===== config.mk =====
export PLATFORM = sky130hd
export DESIGN_NAME = intra_tu_dispatch
export DESIGN_NICKNAME = d
export VERILOG_FILES = /design/src/rtl/intra_tu_dispatch.sv
export SDC_FILE = /design/constraint.sdc
export NUM_CORES = 1
export LEC_CHECK = 0
export ABC_CLOCK_PERIOD_IN_PS = 3200
export CAP_MARGIN = 20
export CORE_MARGIN = 2
export CORE_UTILIZATION = 54
export CTS_BUF_LIST = sky130_fd_sc_hd__clkbuf_8
export CTS_CLUSTER_SIZE = 20
export DETAILED_ROUTE_END_ITERATION = 10
export GPL_ROUTABILITY_DRIVEN = 0
export GPL_TIMING_DRIVEN = 1
export MAX_ROUTING_LAYER = met4
export PLACE_DENSITY = 0.9
export SYNTH_ARGS = -nofsm -noshare
export SYNTH_HDL_FRONTEND = slang
export SYNTH_SLANG_ARGS = --single-unit

===== constraint.sdc =====
create_clock -name clk -period 3.2 [get_ports clk]
set_input_delay 0.64 -clock clk [delete_from_list [all_inputs] [get_ports clk]]
set_output_delay 0.64 -clock clk [all_outputs]
set_load 0.02 [all_outputs]

===== src/rtl/intra_tu_dispatch.sv =====
// Intra TU dispatcher: buffers TU descriptors for one CTB and issues
// per-component intra prediction commands over a valid/ready handshake.
module intra_tu_dispatch #(
  parameter int FIFO_DEPTH = 4,
  parameter bit CHROMA_EN  = 1'b1
) (
  input  logic       clk,
  input  logic       rst_n,
  input  logic       ctb_start,
  input  logic [8:0] i_xCtb,
  input  logic [8:0] i_yCtb,
  input  logic       tu_valid,
  output logic       tu_ready,
  input  logic [3:0] tu_xRela,
  input  logic [3:0] tu_yRela,
  input  logic [2:0] tu_size,
  input  logic       tu_last,
  output logic       o_valid,
  input  logic       o_ready,
  output logic [8:0] o_xCtb,
  output logic [8:0] o_yCtb,
  output logic [3:0] o_xTb_rela,
  output logic [3:0] o_yTb_rela,
  output logic [2:0] o_tuSize,
  output logic [1:0] o_cIdx,
  output logic       o_last,
  output logic       o_ctbDone,
  output logic       busy
);

  localparam int AW = $clog2(FIFO_DEPTH);
  localparam logic [AW:0] FULL_CNT = (AW+1)'(FIFO_DEPTH);

  typedef struct packed {
    logic [3:0] x;
    logic [3:0] y;
    logic [2:0] size;
    logic       last;
  } tu_t;

  typedef enum logic [2:0] {
    IDLE, LOAD, Y, CB, CR
  } state_t;

  state_t        state, stateNext;
  tu_t           mem [FIFO_DEPTH];
  tu_t           cur;
  tu_t           head;
  logic [AW-1:0] wrPtr, rdPtr;
  logic [AW:0]   count;
  logic          full, push, pop, hs;

  // Only the 4th 4x4 of a quad carries the shared 4x4 chroma block
  function automatic logic chromaDue(input tu_t t);
    return CHROMA_EN &&
      (t.size != 3'd2 || (t.x[0] && t.y[0]));
  endfunction

  assign full     = (count == FULL_CNT);
  assign tu_ready = !full;
  assign push     = tu_valid && !full;
  assign head     = mem[rdPtr];
  assign hs       = o_valid && o_ready;
  assign busy     = (state != IDLE);

  always_ff @(posedge clk) begin
    if (push)
      mem[wrPtr] <= '{tu_xRela, tu_yRela, tu_size, tu_last};
  end

  always_ff @(posedge clk or negedge rst_n) begin
    if (!rst_n) begin
      wrPtr <= '0;
      rdPtr <= '0;
      count <= '0;
    end else begin
      if (push) wrPtr <= wrPtr + 1'b1;
      if (pop)  rdPtr <= rdPtr + 1'b1;
      count <= count + (AW+1)'(push) - (AW+1)'(pop);
    end
  end

  always_ff @(posedge clk or negedge rst_n) begin
    if (!rst_n) state <= IDLE;
    else        state <= stateNext;
  end

  always_comb begin
    stateNext = state;
    pop       = 1'b0;
    unique case (state)
      IDLE: if (ctb_start) stateNext = LOAD;
      LOAD: begin
        if (count != '0) begin
          pop       = 1'b1;
          stateNext = Y;
        end
      end
      Y: begin
        if (hs) begin
          if (chromaDue(cur)) stateNext = CB;
          else if (cur.last)  stateNext = IDLE;
          else                stateNext = LOAD;
        end
      end
      CB: if (hs) stateNext = CR;
      CR: if (hs) stateNext = cur.last ? IDLE : LOAD;
      default: stateNext = IDLE;
    endcase
  end

  always_ff @(posedge clk or negedge rst_n) begin
    if (!rst_n) begin
      cur        <= '0;
      o_valid    <= 1'b0;
      o_xCtb     <= '0;
      o_yCtb     <= '0;
      o_xTb_rela <= '0;
      o_yTb_rela <= '0;
      o_tuSize   <= '0;
      o_cIdx     <= '0;
      o_last     <= 1'b0;
      o_ctbDone  <= 1'b0;
    end else begin
      o_ctbDone <= hs && o_last;
      if (state == IDLE && ctb_start) begin
        o_xCtb <= i_xCtb;
        o_yCtb <= i_yCtb;
      end
      if (pop) begin
        cur        <= head;
        o_valid    <= 1'b1;
        o_xTb_rela <= head.x;
        o_yTb_rela <= head.y;
        o_tuSize   <= head.size;
        o_cIdx     <= 2'd0;
        o_last     <= head.last && !chromaDue(head);
      end else if (hs) begin
        if (state == Y && chromaDue(cur)) begin
          o_cIdx <= 2'd1;
          o_last <= 1'b0;
        end else if (state == CB) begin
          o_cIdx <= 2'd2;
          o_last <= cur.last;
        end else begin
          o_valid <= 1'b0;
          o_last  <= 1'b0;
        end
      end
    end
  end

endmodule


==> impl_metrics.toml, run 1 <==
[timing]
hold_viol = 0
worst_slew_pin_slew_ps = 661.4
fmax_mhz = 381.4
min_period_over_period_pct = 81.94
hold_slack_ps = 158.3
setup_viol_count_final = 0
setup_ws_ps = 577.9
fin_worst_skew_ps = 12.96
drv_slew = 0
rsz0062_at_grt = "false"
min_period_ps = 2622
finalSetupTns_ps = 0
max_slew_margin_pct = 55.91

[layout]
final_cells = 416
utilization_pct = 69.33
n_antenna_cell = 0
final_cell_mix = "69 x clkdlybuf4s50_1, 48 x edfxtp_1, 46 x nand2_1"
layout.nets = 357
layout_commonest_cell = "clkdlybuf4s50_1"
syn2layout_area_growth_pct = 22.93
drive_gt1_share_pct = 13.75

[power]
vdd_drop_max_uv = 424.2
switchingPower_uw = 1624
p_comb_share_pct = 39.3
power_frac_clock_pct = 18.0
p_leak_uw = 0.001901
p_per_area_nw_per_um2 = 960.3
swShare_pct = 35.51
seqPwrFrac_pct = 42.7
p_int_uw = 2949

[placement]
dpl_worst_slack_ps = 517.2
dp_hpwl_mm = 4.606
port_buffers = 70
dp.cells = 399

[clock_tree]
cts_max_level = 3
cts_tree = "yes"
cts_max_path_buffers = 2
cts.sinks = 93
cts_made_buffers = 9
cts_resized = 0
cts.reportedPaths.clkPinSlew_ps = 90
clock_latency_ps = 370
clock-root-buffer = "clkbuf_8"
cts_setup_buffers = 0
cts-hold-fix-buffers = 0

[logic_synthesis]
synth_cell_types = 39
ys_ff_latch = 93
synth.cell_area_um2 = 3874
synth-seq-area-share_pct = 66.28
synth_nets = 295
synthCells = 253
avgSynthCellArea_um2 = 15.31
yosys_warnings = 0

[grt]
grt_overflow_total = 0
grt_pass1_vias = 2089
antenna_found_initial = 0
grt_start_max_net_pins = 46
grt_usage_pct = 18.14
grt_pass1_wl_mm = 9.998

[setup_path]
path_cells = "or3b_2 > nand2b_1 > clkinv_2 > ha_1 > inv_1 > ha_1 > inv_1 > fa_1 > xnor2_1 > xnor2_1"
cp_slowest_cell = "dfrtp_1"
crit_required_ps = 3460
crit_fanout = 17
crit_buf_inv = 3
cp_top_family = "adder cells"
path_class = "reg -> reg"
critPathLaunchType = "flop"
crit_path_max_incr_delay_ps = 520
critPathCaptureType = "flop"
cp.arrival_ps = 2880

[route]
wl_per_cell_um = 15.78
drc = 0
firstDrtPassIters = 4
detail_route.iter0.violations = 126
via_count = 2216
finalWirelength_mm = 6.565
postRouteAntennaNets = 0
avgViaCountPerCell = 5.327

[floorplan]
start_util_pct = 56.39
pin_count = 71
fp.dieH_um = 88.70
rows = 30
die_area_um2 = 7867
design.core.area_um2 = 6869
die_w_um = 88.70

[hold_path]
hp-class = "in -> async"

[flow_run]
maxCapViolCount = 0

[outcome]
status = "completed"
registers in the layout, indices dropped and copies added, names as in the netlist, 2 cells and up:
signal and count:
o_xCtb 9, mem 48, cur 12, state 3, wrPtr 2, rdPtr 2
o_yCtb 9, o_cIdx 2, count 3
Yosys cell counts:
cell	count	share of area, %
o41ai_1	1	0.23
buf_12	1	0.52
mux4_2	2	1.2
o31ai_1	1	0.19
nand3_1	2	0.26
clkbuf_1	3	0.29
nand4_1	1	0.16
o22ai_1	1	0.16
o21ai_0	3	0.39
nor3_1	1	0.13
clkinv_2	1	0.13
a21oi_1	4	0.52
a2111oi_4	1	0.71
a41oi_1	2	0.45
ha_1	6	1.9
nor2b_1	1	0.16
a31o_2	1	0.23
and3_1	5	0.81
edfxtp_1	48	37
nor2_1	3	0.29
a31oi_1	1	0.16
a21o_1	1	0.19
inv_1	11	1.1
mux2_1	1	0.29
or3b_2	1	0.23
and2_1	2	0.32
buf_4	12	2.3
xnor2_1	5	1.1
or3_1	2	0.32
buf_2	2	0.26
a32oi_1	1	0.23
nand2_1	46	4.5
buf_6	3	0.87
dfrtp_1	45	29
fa_1	1	0.52
nor2_4	1	0.29
nand2b_1	2	0.32
mux4_1	10	6.8
mux2_2	18	5.2
layout make-up:
cell class | instances | area [µm²]
Clock buffer | 9 | 123.9
Tap cell | 96 | 120.1
Timing Repair Buffer | 72 | 723.2
Clock inverter | 7 | 86.33
Fill cell | 468 | 2107
Inverter | 12 | 46.29
Multi-Input combinational cell | 127 | 1095
Sequential cell | 93 | 2567
worst paths after layout:
check | cells after the start | slack (ps) | endpoint | start
min | 1 | 160 | o_xCtb[2] | rst_n
min in group clk | 2 | 490 | cur[11] | cur[11]
max in group asynchronous | 2 | 2570 | cur[6] | rst_n
min reg2reg | 2 | 490 | cur[11] | cur[11]
max reg2reg | 10 | 580 | count[2] | state[0]
max | 10 | 580 | count[2] | state[0]
power by group through the flow:
stage | clock network, µW | logic (µW) | registers [µW]
detailed placement | 0 | 1810 | 1990
global placement | 0 | 1760 | 1960
CTS | 844 | 1810 | 1960
finish | 823 | 1800 | 1950
global route | 888 | 1950 | 2010
floorplan | 0 | 1180 | 2040
kinds of logic after synthesis:
group           count (synthesis)  synth area share, %
compound gates                 17                3.457
xor+xnor                        5                1.130
fa+ha+maj                       7                2.455
buf+inv                        33                5.459
flops                          93                66.28
mux                            31                13.47
simple gates                   67                7.752
metrics by stage:
step                      cell area, µm²  total power (µW)
after detailed placement            4532              3798
final                               4762              4573
after global routing                4762              4848
after global placement              4532              3721
after floorplan                     3874              3215
after CTS                           4742              4619
routing by layer:
layer / part of all wire (%) / global-route usage (%) / vias up
li1: - / - / 1026
met1: 42 / 21.13 / 1081
met2: 47 / 28.56 / 92
met3: 7.9 / 4.851 / 17
met4: 3.0 / 10.19 / 0
met5: 0 / - / -
worst register-to-register path, delay by kind of cell, from the launching register on:
family | cells | cell delay (ps)
DFF | 1 | 520
and+or+nand+nor | 2 | 680
xor gates and xnor gates | 2 | 260
buffers and inverters | 3 | 290
adders and majority gates | 3 | 770
Note: power is estimated with default switching activity, not from simulation.
==> run 2: changes to the inputs <==
- ABC_CLOCK_PERIOD_IN_PS: 3200 -> 2350
- CORE_UTILIZATION: 54 -> 49
- PLACE_DENSITY: 0.9 -> 0.86
- clock period: 3.2 -> 2.35 ns (I/O delays scaled with it)
==> impl_metrics.toml, run 2 (synthesis results as in run 1) <==
[outcome]
status = "completed"

[floorplan]
design.core.area_um2 = 7687
rows = 32
die_area_um2 = 8633
die_w_um = 92.92
pin_count = 71
fp.dieH_um = 92.92
start_util_pct = 50.39

[flow_run]
maxCapViolCount = 0

[layout]
utilization_pct = 63.61
largest_register = "mem"
layout.nets = 369
final_cell_mix = "68 x clkdlybuf4s50_1, 48 x edfxtp_1, 46 x nand2_1"
fin_area_um2 = 4890
largest_reg_flops = 48
top_regs = "mem (48), cur (12)"
multiInputGateArea_um2 = 1140
drive_gt1_share_pct = 18.98
layout_commonest_cell = "clkdlybuf4s50_1"
n_antenna_cell = 0
syn2layout_area_growth_pct = 26.23
regArea_um2 = 2567
fill_cells = 575

[placement]
port_buffers = 70
placed_cell_area_um2 = 4686
dp_hpwl_mm = 4.884

[power]
vdd_drop_max_uv = 759.1
p_leak_uw = 0.001965
p_per_area_nw_per_um2 = 1311
fin_total_pwr_uw = 6410

[grt]
grt_start_max_net_pins = 46
grt_pass1_vias = 2347
grt_overflow_total = 0
grt_usage_pct = 17.91
antenna_found_initial = 0
grt_pass1_wl_mm = 11.26

[setup_path]
crit_required_ps = 2600
cp.arrival_ps = 2460
cp-endpoint = "count[2]"
reg2regPathDepth = 10
path_class = "reg -> reg"
crit_path_start = "count[0]"
r2r_end = "count[2]"
crit_fanout = 3
critPathLaunchType = "flop"
critPathCaptureType = "flop"
r2r_start = "count[0]"
reg2reg_slack_ps = 140

[timing]
min_period_over_period_pct = 94.17
hold_viol = 0
fmax_mhz = 451.9
drv_slew = 0
finalSetupTns_ps = 0
worst_slew_pin_slew_ps = 561.6
setup_viol_count_final = 0
rsz0062_at_grt = "false"
fin_worst_skew_ps = 9.185
max_slew_margin_pct = 62.56
min_period_ps = 2213

[clock_tree]
cts_max_level = 3
cts.reportedPaths.clkPinSlew_ps = 100
cts_max_path_buffers = 2
cts_setup_buffers = 0
cts_tree = "yes"
cts_made_buffers = 9
clock-root-buffer = "clkbuf_8"
clock_latency_ps = 360
cts_resized = 1
cts.sinks = 93
cts-hold-fix-buffers = 0

[route]
postRouteAntennaNets = 0
detail_route.iter0.violations = 144
firstDrtPassIters = 4
wl_per_cell_um = 15.85
drc = 0
via_count = 2226
finalWirelength_mm = 6.881
avgViaCountPerCell = 5.129

[hold_path]
hp-class = "in -> async"
[run 2: cell types whose count changed in the layout (fill, tap and decap cells not counted), moves of 2 or more]
cell	previous run	this run
buf_4	1	14
inv_6	3	1
ha_4	0	2
inv_1	11	9
inv_2	0	2
ha_1	6	4
[run 2: final cells by class]
cell class | count | share of cell area, %
clock buffers | 9 | 2.533
flip-flops and latches | 93 | 52.51
inverters | 12 | 1.024
repair buffers | 84 | 16.35
clock inverters | 7 | 1.663
multi-input cells | 127 | 23.31
well taps | 102 | 2.610
[run 2: per-layer routing]
layer  share of wire (%)  GRT usage, %
met1                  42         20.79
met2                  51         29.89
met3                 5.0         4.963
met4                 1.5         6.740
met5                   0             -
[run 2: per-stage QoR]
step / hold WS (ps) / worst slack [ps] / std cells
finish: 175.3 / 137.0 / 434
global route: 217.8 / 76.92 / 434
CTS: 194.5 / 121.7 / 434
detailed placement: 466.1 / -18.46 / 418
global placement: 462.8 / 12.17 / 418
floorplan: 174.4 / -78.62 / 253
[run 2: worst min path at each step]
stage,depth (start not counted),start,end
CTS,2,rst_n,o_xCtb[2]
global placement,2,cur[9],cur[9]
floorplan,0,rst_n,count[0]
detailed placement,2,cur[6],cur[6]
finish,2,rst_n,o_xCtb[2]
global route,2,rst_n,o_xCtb[2]
[run 2: critical path, stage by stage (launching register included)]
cell      delay, ps
dfrtp_1         440
or3_1           450
nand2b_4        110
clkinv_4         50
ha_4            200
inv_2            60
ha_4            120
inv_2            40
fa_2            360
xnor2_2         150
xnor2_1         120
[run 2: report_power, final]
part	total, µW	internal, µW	switching, µW
Clock	1080	508	577
Sequential	2610	2280	326
Combinational	2720	1360	1360
==> run 3: changes to the inputs <==
- SETUP_SLACK_MARGIN: unset -> 0.2
==> impl_metrics.toml, run 3 (synthesis results as in run 1) <==
[outcome]
status = "completed"

[layout]
layout_commonest_cell = "clkdlybuf4s50_1"
layout.nets = 371
regArea_um2 = 2569
drive_gt1_share_pct = 20.96
utilization_pct = 63.93
fin_area_um2 = 4915
multiInputGateArea_um2 = 1150
final_cell_mix = "68 x clkdlybuf4s50_1, 48 x edfxtp_1, 45 x nand2_1"
fill_cells = 572
syn2layout_area_growth_pct = 26.87
largest_register = "mem"
largest_reg_flops = 48
top_regs = "mem (48), cur (12)"
n_antenna_cell = 0

[placement]
placed_cell_area_um2 = 4686
port_buffers = 70
dp_hpwl_mm = 4.884
dpl_worst_slack_ps = -18.46

[timing]
fmax_mhz = 472.1
worst_slew_pin_slew_ps = 561.3
max_slew_margin_pct = 62.58
rsz0062_at_grt = "true"
setup_ws_ps = 231.7
setup_viol_count_final = 0
finalSetupTns_ps = 0
min_period_ps = 2118
drv_slew = 0
fin_worst_skew_ps = 8.773
hold_viol = 0
min_period_over_period_pct = 90.14

[power]
p_per_area_nw_per_um2 = 1314
p_leak_uw = 0.001975
vdd_drop_max_uv = 758.9
fin_total_pwr_uw = 6460

[grt]
grt_start_max_net_pins = 46
grt_overflow_total = 0
antenna_found_initial = 0
grt_pass1_wl_mm = 11.30
grt_usage_pct = 17.96
grt_pass1_vias = 2357

[floorplan]
die_w_um = 92.92
die_area_um2 = 8633
rows = 32
design.core.area_um2 = 7687
start_util_pct = 50.39
pin_count = 71
fp.dieH_um = 92.92

[clock_tree]
cts_made_buffers = 9
clock_latency_ps = 360
cts_tree = "yes"
cts_max_path_buffers = 2
cts_max_level = 3
cts-hold-fix-buffers = 0
cts.sinks = 93
cts.reportedPaths.clkPinSlew_ps = 90
clock-root-buffer = "clkbuf_8"

[route]
via_count = 2233
wl_per_cell_um = 15.79
detail_route.iter0.violations = 143
finalWirelength_mm = 6.883
avgViaCountPerCell = 5.122
postRouteAntennaNets = 0
drc = 0
firstDrtPassIters = 4

[setup_path]
cp.arrival_ps = 2370
crit_fanout = 3
path_class = "reg -> reg"
critPathCaptureType = "flop"
crit_required_ps = 2600
critPathLaunchType = "flop"

[hold_path]
hp-class = "in -> async"

[flow_run]
maxCapViolCount = 0
==> run 3: cell count changes in the layout (fill, tap and decap cells not counted), sizes merged <==
cell	before	now
buf	15	17
clkbuf	9	10
dlygate4sd2	1	0
==> run 3: metal layers <==
metal | up-vias | part of all wire, % | track usage [%]
met2 | 71 | 51 | 30.13
met4 | 0 | 1.5 | 6.740
met1 | 1100 | 42 | 20.74
met5 | - | 0 | -
met3 | 10 | 5.0 | 4.963
li1 | 1052 | - | -
==> run 3: critical path, cell delays in order (launching register included) <==
cell and delay [ps]:
dfrtp_2 440, or3_4 410, nand2b_4 90, clkinv_4 50, ha_4 210, inv_4 50, ha_4 120, inv_2 30
fa_2 340, xnor2_2 140, xnor2_1 120
==> run 3: metrics by stage <==
stage / hold WS, ps / std cells
after global placement: 462.8 / 418
final: 175.6 / 436
after global routing: 217.6 / 436
after detailed placement: 466.1 / 418
after CTS: 194.4 / 436
after floorplan: 174.4 / 253
==> run 3: layout make-up <==
type | instances | share of cell area [%]
flip-flops and latches | 93 | 52.27
clock inverters | 7 | 1.655
clock buffers | 9 | 2.520
repair buffers | 86 | 16.50
well taps | 102 | 2.597
multi-input cells | 127 | 23.40
inverters | 12 | 1.069
==> run 3: final timing paths <==
check	from	to	slack (ps)	cells past startpoint
max	count[1]	count[2]	230	10
min	rst_n	o_xCtb[2]	180	2
max reg2reg	count[1]	count[2]	230	10
min reg2reg	cur[6]	cur[6]	480	2
max in group asynchronous	rst_n	count[1]	1760	2
min in group clk	cur[6]	cur[6]	480	2
==> run 3: repair_timing <==
item                                    in CTS  in global routing
pin swaps                                    0                  4
resized for setup                            3                  5
endpoints found under the setup margin       2                  3
buffers inserted                             2                  0
==> run 3: where the power goes <==
group	leakage [µW]	internal [µW]	switching [µW]
registers	0.000986	2280	322
clock network	0.0000997	508	577
logic	0.000889	1390	1380
total	0.00198	4180	2280
